<file path="config.mk">
export PLATFORM = sky130hd
export DESIGN_NAME = dual_issue_dispatch
export DESIGN_NICKNAME = d
export VERILOG_FILES = /design/src/rtl/dual_issue_dispatch.sv
export SDC_FILE = /design/constraint.sdc
export NUM_CORES = 1
export LEC_CHECK = 0
export BUFFER_PORTS_ARGS = -buffer_cell sky130_fd_sc_hd__buf_2
export CAP_MARGIN = 20
export CORE_ASPECT_RATIO = 1.25
export CORE_UTILIZATION = 25
export DETAILED_ROUTE_END_ITERATION = 10
export GPL_ROUTABILITY_DRIVEN = 0
export HOLD_SLACK_MARGIN = 0.12
export REMOVE_ABC_BUFFERS = 1
export SLEW_MARGIN = 15
export SYNTH_ARGS = -nofsm -noshare
export SYNTH_HDL_FRONTEND = slang
export SYNTH_SLANG_ARGS = --single-unit
export TNS_END_PERCENT = 20
</file>
<file path="constraint.sdc">
create_clock -name clk -period 4.9 [get_ports clk]
set_input_delay 0.98 -clock clk [delete_from_list [all_inputs] [get_ports clk]]
set_output_delay 0.98 -clock clk [all_outputs]
set_load 0.1 [all_outputs]
</file>
<file path="src/rtl/dual_issue_dispatch.sv">
// Dual-issue dispatch: holds a fetched instruction pair and issues it in order
// to the ALU and memory subpipelines, with a 32-entry busy scoreboard for RAW/WAW.

module dispatch_decode (
  input  logic [31:0] instr,
  output logic        is_mem,
  output logic        is_br,
  output logic [4:0]  dst,
  output logic [4:0]  src_a,
  output logic [4:0]  src_b
);
  logic [5:0] op;

  // Register $0 stands for "no operand": it is never marked busy, so it never hazards.
  always_comb begin
    op     = instr[31:26];
    is_mem = (op == 6'h23) || (op == 6'h2B);
    is_br  = (op == 6'h04) || (op == 6'h05) || (op == 6'h07);
    src_a  = instr[25:21];
    src_b  = ((op == 6'h00) || (op == 6'h2B) || (op == 6'h04) || (op == 6'h05)) ?
             instr[20:16] : 5'd0;
    if (op == 6'h00)
      dst = instr[15:11];
    else if ((op == 6'h2B) || is_br)
      dst = 5'd0;
    else
      dst = instr[20:16];
  end
endmodule

module dual_issue_dispatch #(
  parameter int PC_STEP = 4,
  parameter int CNT_W   = 16
) (
  input  logic             clk,
  input  logic             rst_n,
  input  logic             fetch_valid,
  input  logic [31:0]      fetch_pc,
  input  logic [31:0]      fetch_instr0,
  input  logic [31:0]      fetch_instr1,
  output logic             fetch_ready,
  output logic             alu_valid,
  output logic [31:0]      alu_pc,
  output logic [31:0]      alu_instr,
  output logic             mem_valid,
  output logic [31:0]      mem_pc,
  output logic [31:0]      mem_instr,
  input  logic             alu_wb_en,
  input  logic [4:0]       alu_wb_addr,
  input  logic             mem_wb_en,
  input  logic [4:0]       mem_wb_addr,
  input  logic             branch_taken,
  output logic [CNT_W-1:0] issue_cnt,
  output logic [CNT_W-1:0] dual_cnt
);
  localparam int NSLOT = 2;

  logic [NSLOT-1:0]            v_q, v_d;
  logic [31:0]                 pc_q, pc_d;
  logic [NSLOT-1:0][31:0]      instr_q, instr_d;
  logic [31:0]                 busy_q, busy_d;
  logic                        alu_valid_q, alu_valid_d, mem_valid_q, mem_valid_d;
  logic [31:0]                 alu_pc_q, alu_pc_d, alu_instr_q, alu_instr_d;
  logic [31:0]                 mem_pc_q, mem_pc_d, mem_instr_q, mem_instr_d;
  logic [CNT_W-1:0]            issue_cnt_q, issue_cnt_d, dual_cnt_q, dual_cnt_d;

  logic [NSLOT-1:0]            is_mem, is_br, haz, iss;
  logic [NSLOT-1:0][4:0]       dst, src_a, src_b;
  logic [NSLOT-1:0][31:0]      slot_pc;
  logic                        dep;
  logic [31:0]                 set_m, clr_m;

  assign slot_pc[0] = pc_q;
  assign slot_pc[1] = pc_q + 32'(PC_STEP);

  for (genvar g = 0; g < NSLOT; g++) begin : g_slot
    dispatch_decode u_dec (
      .instr (instr_q[g]),
      .is_mem(is_mem[g]),
      .is_br (is_br[g]),
      .dst   (dst[g]),
      .src_a (src_a[g]),
      .src_b (src_b[g])
    );
    assign haz[g] = busy_q[src_a[g]] | busy_q[src_b[g]] | busy_q[dst[g]];
  end

  // s1 depending on s0's result cannot co-issue even though the scoreboard is still clear.
  assign dep = (dst[0] != 5'd0) &&
               ((src_a[1] == dst[0]) || (src_b[1] == dst[0]) || (dst[1] == dst[0]));

  always_comb begin
    iss[0] = v_q[0] & ~haz[0] & ~branch_taken;
    if (v_q[0])
      iss[1] = iss[0] & v_q[1] & (is_mem[0] ^ is_mem[1]) & ~is_br[0] & ~dep & ~haz[1];
    else
      iss[1] = v_q[1] & ~haz[1] & ~branch_taken;
  end

  assign fetch_ready = ~branch_taken & (~v_q[0] | iss[0]) & (~v_q[1] | iss[1]);

  always_comb begin
    v_d         = v_q & ~iss;
    pc_d        = pc_q;
    instr_d     = instr_q;
    alu_valid_d = 1'b0;
    alu_pc_d    = alu_pc_q;
    alu_instr_d = alu_instr_q;
    mem_valid_d = 1'b0;
    mem_pc_d    = mem_pc_q;
    mem_instr_d = mem_instr_q;
    set_m       = '0;
    clr_m       = '0;
    if (branch_taken) begin
      v_d = '0;
    end else if (fetch_valid && fetch_ready) begin
      v_d     = '1;
      pc_d    = fetch_pc;
      instr_d = {fetch_instr1, fetch_instr0};
    end
    for (int s = 0; s < NSLOT; s++) begin
      if (iss[s]) begin
        if (is_mem[s]) begin
          mem_valid_d = 1'b1;
          mem_pc_d    = slot_pc[s];
          mem_instr_d = instr_q[s];
        end else begin
          alu_valid_d = 1'b1;
          alu_pc_d    = slot_pc[s];
          alu_instr_d = instr_q[s];
        end
        set_m[dst[s]] = 1'b1;
      end
    end
    if (alu_wb_en) clr_m[alu_wb_addr] = 1'b1;
    if (mem_wb_en) clr_m[mem_wb_addr] = 1'b1;
    busy_d      = (busy_q & ~clr_m) | set_m;
    busy_d[0]   = 1'b0;
    issue_cnt_d = issue_cnt_q + CNT_W'(iss[0]) + CNT_W'(iss[1]);
    dual_cnt_d  = dual_cnt_q + CNT_W'(iss[0] & iss[1]);
  end

  always_ff @(posedge clk or negedge rst_n) begin
    if (!rst_n) begin
      v_q         <= '0;
      pc_q        <= '0;
      instr_q     <= '0;
      busy_q      <= '0;
      alu_valid_q <= 1'b0;
      alu_pc_q    <= '0;
      alu_instr_q <= '0;
      mem_valid_q <= 1'b0;
      mem_pc_q    <= '0;
      mem_instr_q <= '0;
      issue_cnt_q <= '0;
      dual_cnt_q  <= '0;
    end else begin
      v_q         <= v_d;
      pc_q        <= pc_d;
      instr_q     <= instr_d;
      busy_q      <= busy_d;
      alu_valid_q <= alu_valid_d;
      alu_pc_q    <= alu_pc_d;
      alu_instr_q <= alu_instr_d;
      mem_valid_q <= mem_valid_d;
      mem_pc_q    <= mem_pc_d;
      mem_instr_q <= mem_instr_d;
      issue_cnt_q <= issue_cnt_d;
      dual_cnt_q  <= dual_cnt_d;
    end
  end

  assign alu_valid = alu_valid_q;
  assign alu_pc    = alu_pc_q;
  assign alu_instr = alu_instr_q;
  assign mem_valid = mem_valid_q;
  assign mem_pc    = mem_pc_q;
  assign mem_instr = mem_instr_q;
  assign issue_cnt = issue_cnt_q;
  assign dual_cnt  = dual_cnt_q;
endmodule

</file>
==> out/results.txt, run 1 <==
Unique masters post-synth -> 78
post-route ant nets -> 0
synthesized area -> 16,100 um^2
ys flop type -> dfrtp_1
Critical Path RT -> 3.92 ns
Slew Limit Fails -> 0
layout cell share with drive strength beyond 1 -> 33.8%
Max-cap violations -> 0
final setup violating endpoints -> 0
ys async rst share -> 100%
nets@finish -> 2,003
CTS tree -> yes
Worst slew margin -> 36.2%
DR iter-0 viols -> 1,287
Max Freq -> 0.208 GHz
area of the multi-input gates -> 8460 um^2
Initial DRT Pass Iterations -> 6
port bufs -> 274
CP Capture Type -> output pin
# clock sinks -> 291
drt total wl -> 61,600 um
CTS Buffer Depth -> 3
largest net degree at the start of global routing -> 97
Period minus WS final -> 4.80 ns
Die W -> 229 um
Reg2Reg Depth -> 17
clk_skew -> 0.0347 ns
Least-Margin Pin Slew -> 0.949 ns
WP data arrival -> 3.82 ns
antenna violations before repair -> 9
global-route wire length before repair -> 92,600 um
Layout area overhead -> 28.0%
Die Span Y -> 286 um
drt wl/cell -> 22.4 um
pre-CTS WS -> 0.328 ns
register area share after synthesis -> 45.2%
Yosys reg bits -> 291
H-tree levels -> 2
Placed Area -> 19,100 um^2
clock-pin slew on the worst setup and hold paths -> 0.06 ns
Design Area, Final -> 20,600 um^2
GRT Residual Overflow -> 0
drt drc -> 0
Tcrit/Tclk final -> 97.9%
vias in the first global route -> 14,700
min setup slack post-route -> 0.101 ns
synthesized instance count -> 1,555
worst hold margin -> 0.451 ns
flip-flop and latch area -> 7300 um^2
GR Util All Layers -> 18.4%
via count -> 14,900
syn_area_per_cell -> 10.4 um^2
number of flops mapped to enable cells by yosys -> 0
core area -> 63,400 um^2
clk root buf -> clkbuf_16
CP Class -> reg2out
kind of start point of the critical path -> flop
YS warnings -> 0
top cells by area, synth -> dfrtp_1, mux2_2, mux4_2
Num CTS Buffers -> 34
IO Pins -> 275
Via density -> 5.41
status -> completed
fillers -> 6,532
Hold Path Class -> in2async
Die Area -> 65,500 um^2
DP Wirelength -> 44,400 um
Initial Utilization -> 25.4%
Final Hold Viols -> 0
Clk Latency, worst-skew pair -> 0.56 ns
Synth area leader -> dfrtp_1
Yosys top cell area share -> 45.2%
FP Rows -> 103
Critical Path Fanout Max -> 13
cells in the final DEF, fill, tap and decap left out, drive strengths merged, types with 11 or more instances in the layout:
cell      n
o221ai   27
a211o    24
a22oi    22
nand3    51
dfrtp   291
nor3     28
inv      43
xnor2    34
or2      13
a21oi    62
and3     38
mux4     33
nand2   133
nand4    11
o22ai    13
mux2    104
or3      20
a31oi    30
nand2b   20
a221o    38
buf     402
mux2i    60
nor2     91
o21ai    70
clkbuf   44
a211oi   43
clkinv   12
worst max-delay path, stage by stage, from the launching register on:
cell and delay (ns):
dfrtp_1 0.43, buf_4 0.19, nor4_4 0.30, buf_4 0.20
buf_12 0.13, a31oi_1 0.08, a21oi_1 0.24, or3b_2 0.55
a21o_1 0.19, o2111ai_1 0.14, nor3_2 0.08, buf_4 0.17
nor2_1 0.17, a211oi_2 0.07, buf_4 0.16, buf_12 0.16
layout make-up:
| type | instances | area share [%] |
|---|---|---|
| multi-input cells | 1112 | 41.0 |
| flip-flops and latches | 291 | 35.4 |
| repair buffers | 402 | 12.1 |
| well taps | 840 | 5.09 |
| clock buffers | 44 | 4.65 |
| clock inverters | 15 | 0.903 |
| inverters | 44 | 0.800 |
| diodes | 5 | 0.0606 |
registers in the layout (all words and copies together) (netlist names), 31 cells and up:
| name | cells |
|---|---|
| instr_q | 64 |
| alu_instr | 32 |
| alu_pc | 32 |
| mem_instr | 32 |
| mem_pc | 32 |
| pc_q | 32 |
| busy_q | 31 |
final timing paths:
path | start | endpoint | slack [ns]
worst max-delay path | instr_q[29] | fetch_ready | 0.10
worst min-delay path | rst_n | mem_instr[23] | 0.45
worst max register to register | instr_q[29] | alu_pc[4] | 0.55
worst min register to register | issue_cnt[15] | issue_cnt[15] | 0.48
max in group asynchronous | rst_n | issue_cnt[10] | 3.36
min in group clk | issue_cnt[15] | issue_cnt[15] | 0.48
routing by layer:
layer / vias to the layer above / GRT usage, % / wire length [um]
met1: 7375 / 21.2 / 22800
met4: 8 / 9.72 / 3640
met5: - / 0 / 49
met2: 750 / 31.8 / 30700
li1: 6550 / - / -
met3: 222 / 3.95 / 4460
cells in the mapped netlist, drive strengths merged (10+ instances only):
cell type	number
a211o	24
a211oi	43
a21o	10
a21oi	62
a221o	38
a22oi	22
a31oi	30
and3	38
buf	42
clkbuf	66
dfrtp	291
inv	42
mux2	104
mux2i	60
mux4	33
nand2	133
nand2b	20
nand3	51
nand4	11
nor2	91
nor3	28
nor3b	10
o21ai	70
o221ai	27
o22ai	13
or2	13
or3	20
xnor2	34
cell families (layout without fill, tap and decap cells):
group,count (synthesis),count (layout),synth area share (%)
and+or+nand+nor,457,457,14.1
AOI/OAI and AO/OA,410,410,18.4
DFF,291,291,45.2
muxes,197,197,15.6
buffers and inverters,152,505,3.85
xor gates and xnor gates,42,42,2.28
adders and majority gates,6,6,0.512
other,0,5,0
repair_timing:
item	in CTS	in global routing
gates resized for setup	26	26
setup endpoints to repair	1	1
hold buffers	0	0
pin swaps	5	11
buffers inserted	11	13
stage by stage:
| stage | utilization [%] | cells | TNS (ns) |
|---|---|---|---|
| after floorplan | - | 1447 | -737.08 |
| after global placement | 30.1 | 2665 | 0 |
| after detailed placement | 30.1 | 2665 | 0 |
| after CTS | 32.2 | 2735 | 0 |
| after global routing | 32.5 | 2752 | -0.0434 |
| final | 32.6 | 2753 | 0 |
Power of run 1 is left out: the tool's default activity adds up to more than one toggle a clock period on the data nets, which glitch-free logic cannot reach.
==> run 2, diff against run 1 <==
Settings changed: BUFFER_PORTS_ARGS -buffer_cell sky130_fd_sc_hd__buf_2 to -buffer_cell sky130_fd_sc_hd__buf_4.
==> run 2 against run 1 <==
Via count down 0.63%. Count of clock-buffer cells in the layout did not move. Setup slack got worse by 0.035 ns. Non-clock buffer count decreased by 28. Hold slack got worse by 0.043 ns. Global-route usage increased by 0.11 points. Die area did not move. Register-to-register slack lost 0.16 ns. First-iteration DRC count up 9.8%. Highest routed layer is now met4. Sequential share of layout area shrank 0.59 points.
==> out/results.txt, run 2 (same netlist as run 1, synthesis figures left out) <==
# clock sinks -> 291 (unchanged)
Critical Path Fanout Max -> 12 (-1)
H-tree levels -> 2 (unchanged)
cells along the critical path -> or4bb_1 -> o211ai_1 -> a221oi_1 -> o21ai_0 -> a211o_1 -> o2111ai_2 -> nor3_4 -> buf_4 -> nor2_1 -> a211oi_2 -> buf_6
setup TNS -> 0 ns (unchanged)
Die W -> 229 um (unchanged)
GR Util All Layers -> 18.5% (+0.11 points)
largest net degree at the start of global routing -> 93 (-4.1%)
max incr delay on CP -> 0.59 ns (+0.04 ns)
nets@finish -> 1,975 (-1.4%)
core area -> 63,400 um^2 (unchanged)
antenna violations before repair -> 2 (-7)
drt drc -> 0 (unchanged)
peak supply drop -> 291 uV
DP Wirelength -> 44,400 um (-0.13%)
drt wl/cell -> 22.7 um (+1.5%)
CP top delay family -> compound AO/OA/AOI/OAI gates
post-route ant nets -> 0 (unchanged)
GRT Residual Overflow -> 0 (unchanged)
Period minus WS final -> 4.83 ns (+0.0352 ns)
max FFs per register -> 64 (unchanged)
most frequent cells in the layout -> buf_4, dfrtp_1, nand2_1
Max Freq -> 0.207 GHz (-0.73%)
Buf/Inv on CP -> 2 (-4)
Die Span Y -> 286 um (unchanged)
CP Class -> reg2out
Max-cap violations -> 0 (unchanged)
Initial DRT Pass Iterations -> 7 (+1)
clk_skew -> 0.0187 ns (-0.0160 ns)
global-route wire length before repair -> 93,400 um (+0.91%)
IO Pins -> 275 (unchanged)
Least-Margin Pin Slew -> 1.08 ns (+0.127 ns)
Biggest register -> instr_q
layout cell share with drive strength beyond 1 -> 33.1% (-0.65 points)
Die Area -> 65,500 um^2 (unchanged)
clock-pin slew on the worst setup and hold paths -> 0.06 ns (about the same)
vias in the first global route -> 15,000 (+1.8%)
port bufs -> 274 (unchanged)
slowest cell on the critical path -> or4bb_1
via count -> 14,800 (-0.63%)
FP Rows -> 103 (unchanged)
Num CTS Buffers -> 34 (unchanged)
kind of start point of the critical path -> flop
Placed Area -> 19,600 um^2 (+2.9%)
fillers -> 6,420 (-1.7%)
Worst slew margin -> 28.1% (-8.1 points)
Layout area overhead -> 30.1%
commonest non-fill, non-tap cell in the layout -> buf_4
Slew Limit Fails -> 0 (unchanged)
PwrDens -> 830 nW/um^2
Clk Latency, worst-skew pair -> 0.55 ns (about the same)
CTS tree -> yes
Design Area, Final -> 21,000 um^2 (+1.6%)
Critical Path RT -> 3.92 ns (about the same)
DR iter-0 viols -> 1,413 (+9.8%)
final setup violating endpoints -> 0 (unchanged)
CP Capture Type -> output pin
WP data arrival -> 3.85 ns (+0.03 ns)
Initial Utilization -> 25.4% (unchanged)
drt total wl -> 61,800 um (+0.29%)
CTS Buffer Depth -> 3 (unchanged)
Static Leak -> 9.16 nW
Tot Pwr -> 17.4 mW
Finished Core Util -> 33.1% (+0.54 points)
Via density -> 5.44 (+0.54%)
clk root buf -> clkbuf_16
Final Hold Viols -> 0 (unchanged)
status -> completed
Tcrit/Tclk final -> 98.7% (+0.72 points)
Hold Path Class -> in2async
==> run 2: cell count changes in the layout (fill, tap and decap cells not counted), moves of 3 or more <==
cell,previous run,this run
buf_2,273,0
buf_4,115,361
buf_12,13,9
buf_6,0,3
dfrtp_2,10,13
diode_2,5,2
nand2_2,1,4
==> run 2: what timing repair did <==
action / CTS / global route
endpoints found under the setup margin: 1 / 1
hold buffers: 0 / 0
gates resized for setup: 16 / 40
buffers inserted: 1 / 7
pin swaps: 1 / 8
==> run 2: per-stage QoR <==
step / cells / setup WS [ns] / hold WS [ns]
3_3_place_gp: 2653 / 0.189 / 0.469
2_1_floorplan: 1447 / -5.06 / 0.471
4_1_cts: 2712 / 0.00158 / 0.456
6_report: 2721 / 0.0658 / 0.408
5_1_grt: 2721 / -0.00965 / 0.454
3_5_place_dp: 2653 / 0.148 / 0.464
==> run 2: worst reg2reg max path, stage by stage, from the launching register on <==
cell      delay [ns]
dfrtp_2         0.48
buf_4           0.22
nor2_1          0.09
buf_4           0.17
and2_2          0.23
and3_1          0.21
o21ai_1         0.47
a211o_1         0.22
o211ai_1        0.12
nor4_2          0.27
buf_4           0.17
o211a_1         0.33
inv_2           0.11
fa_1            0.47
inv_1           0.12
ha_1            0.21
nand2_1         0.12
nor3_1          0.24
xor2_1          0.18
==> run 2: cell type report <==
type                    instances  area (um^2)  share of cell area (%)
clock buffers                  44          938                    4.47
diodes                          2         5.00                  0.0239
repair buffers                374         2940                    14.0
well taps                     840         1050                    5.01
clock inverters                14          133                   0.632
flip-flops and latches        291         7300                    34.8
inverters                      44          165                   0.787
multi-input cells            1112         8450                    40.3
==> run 2: worst paths after layout <==
| path | slack (ns) | from | cells after the start | endpoint |
|---|---|---|---|---|
| min | 0.41 | rst_n | 1 | mem_instr[22] |
| max reg2reg | 0.39 | instr_q[61] | 18 | issue_cnt[14] |
| max | 0.07 | instr_q[28] | 11 | fetch_ready |
| min reg2reg | 0.48 | dual_cnt[15] | 1 | dual_cnt[15] |
| min in group clk | 0.48 | dual_cnt[15] | 1 | dual_cnt[15] |
| max in group asynchronous | 3.41 | rst_n | 2 | instr_q[63] |
==> run 2: routing by layer <==
layer	part of all wire [%]	global-route usage [%]	wire length (um)
met5	0	0	0
met4	6.0	10.5	3730
met3	7.5	3.65	4620
met2	49	31.7	30600
met1	37	21.4	22900
==> run 2: power by group <==
part / leakage (nW) / internal, mW / switching [mW]
registers: 3.66 / 3.42 / 1.43
clock network: 0.525 / 1.42 / 1.08
logic: 4.97 / 3.25 / 6.82
total: 9.16 / 8.09 / 9.32
Note: power is estimated with default switching activity, not from simulation.
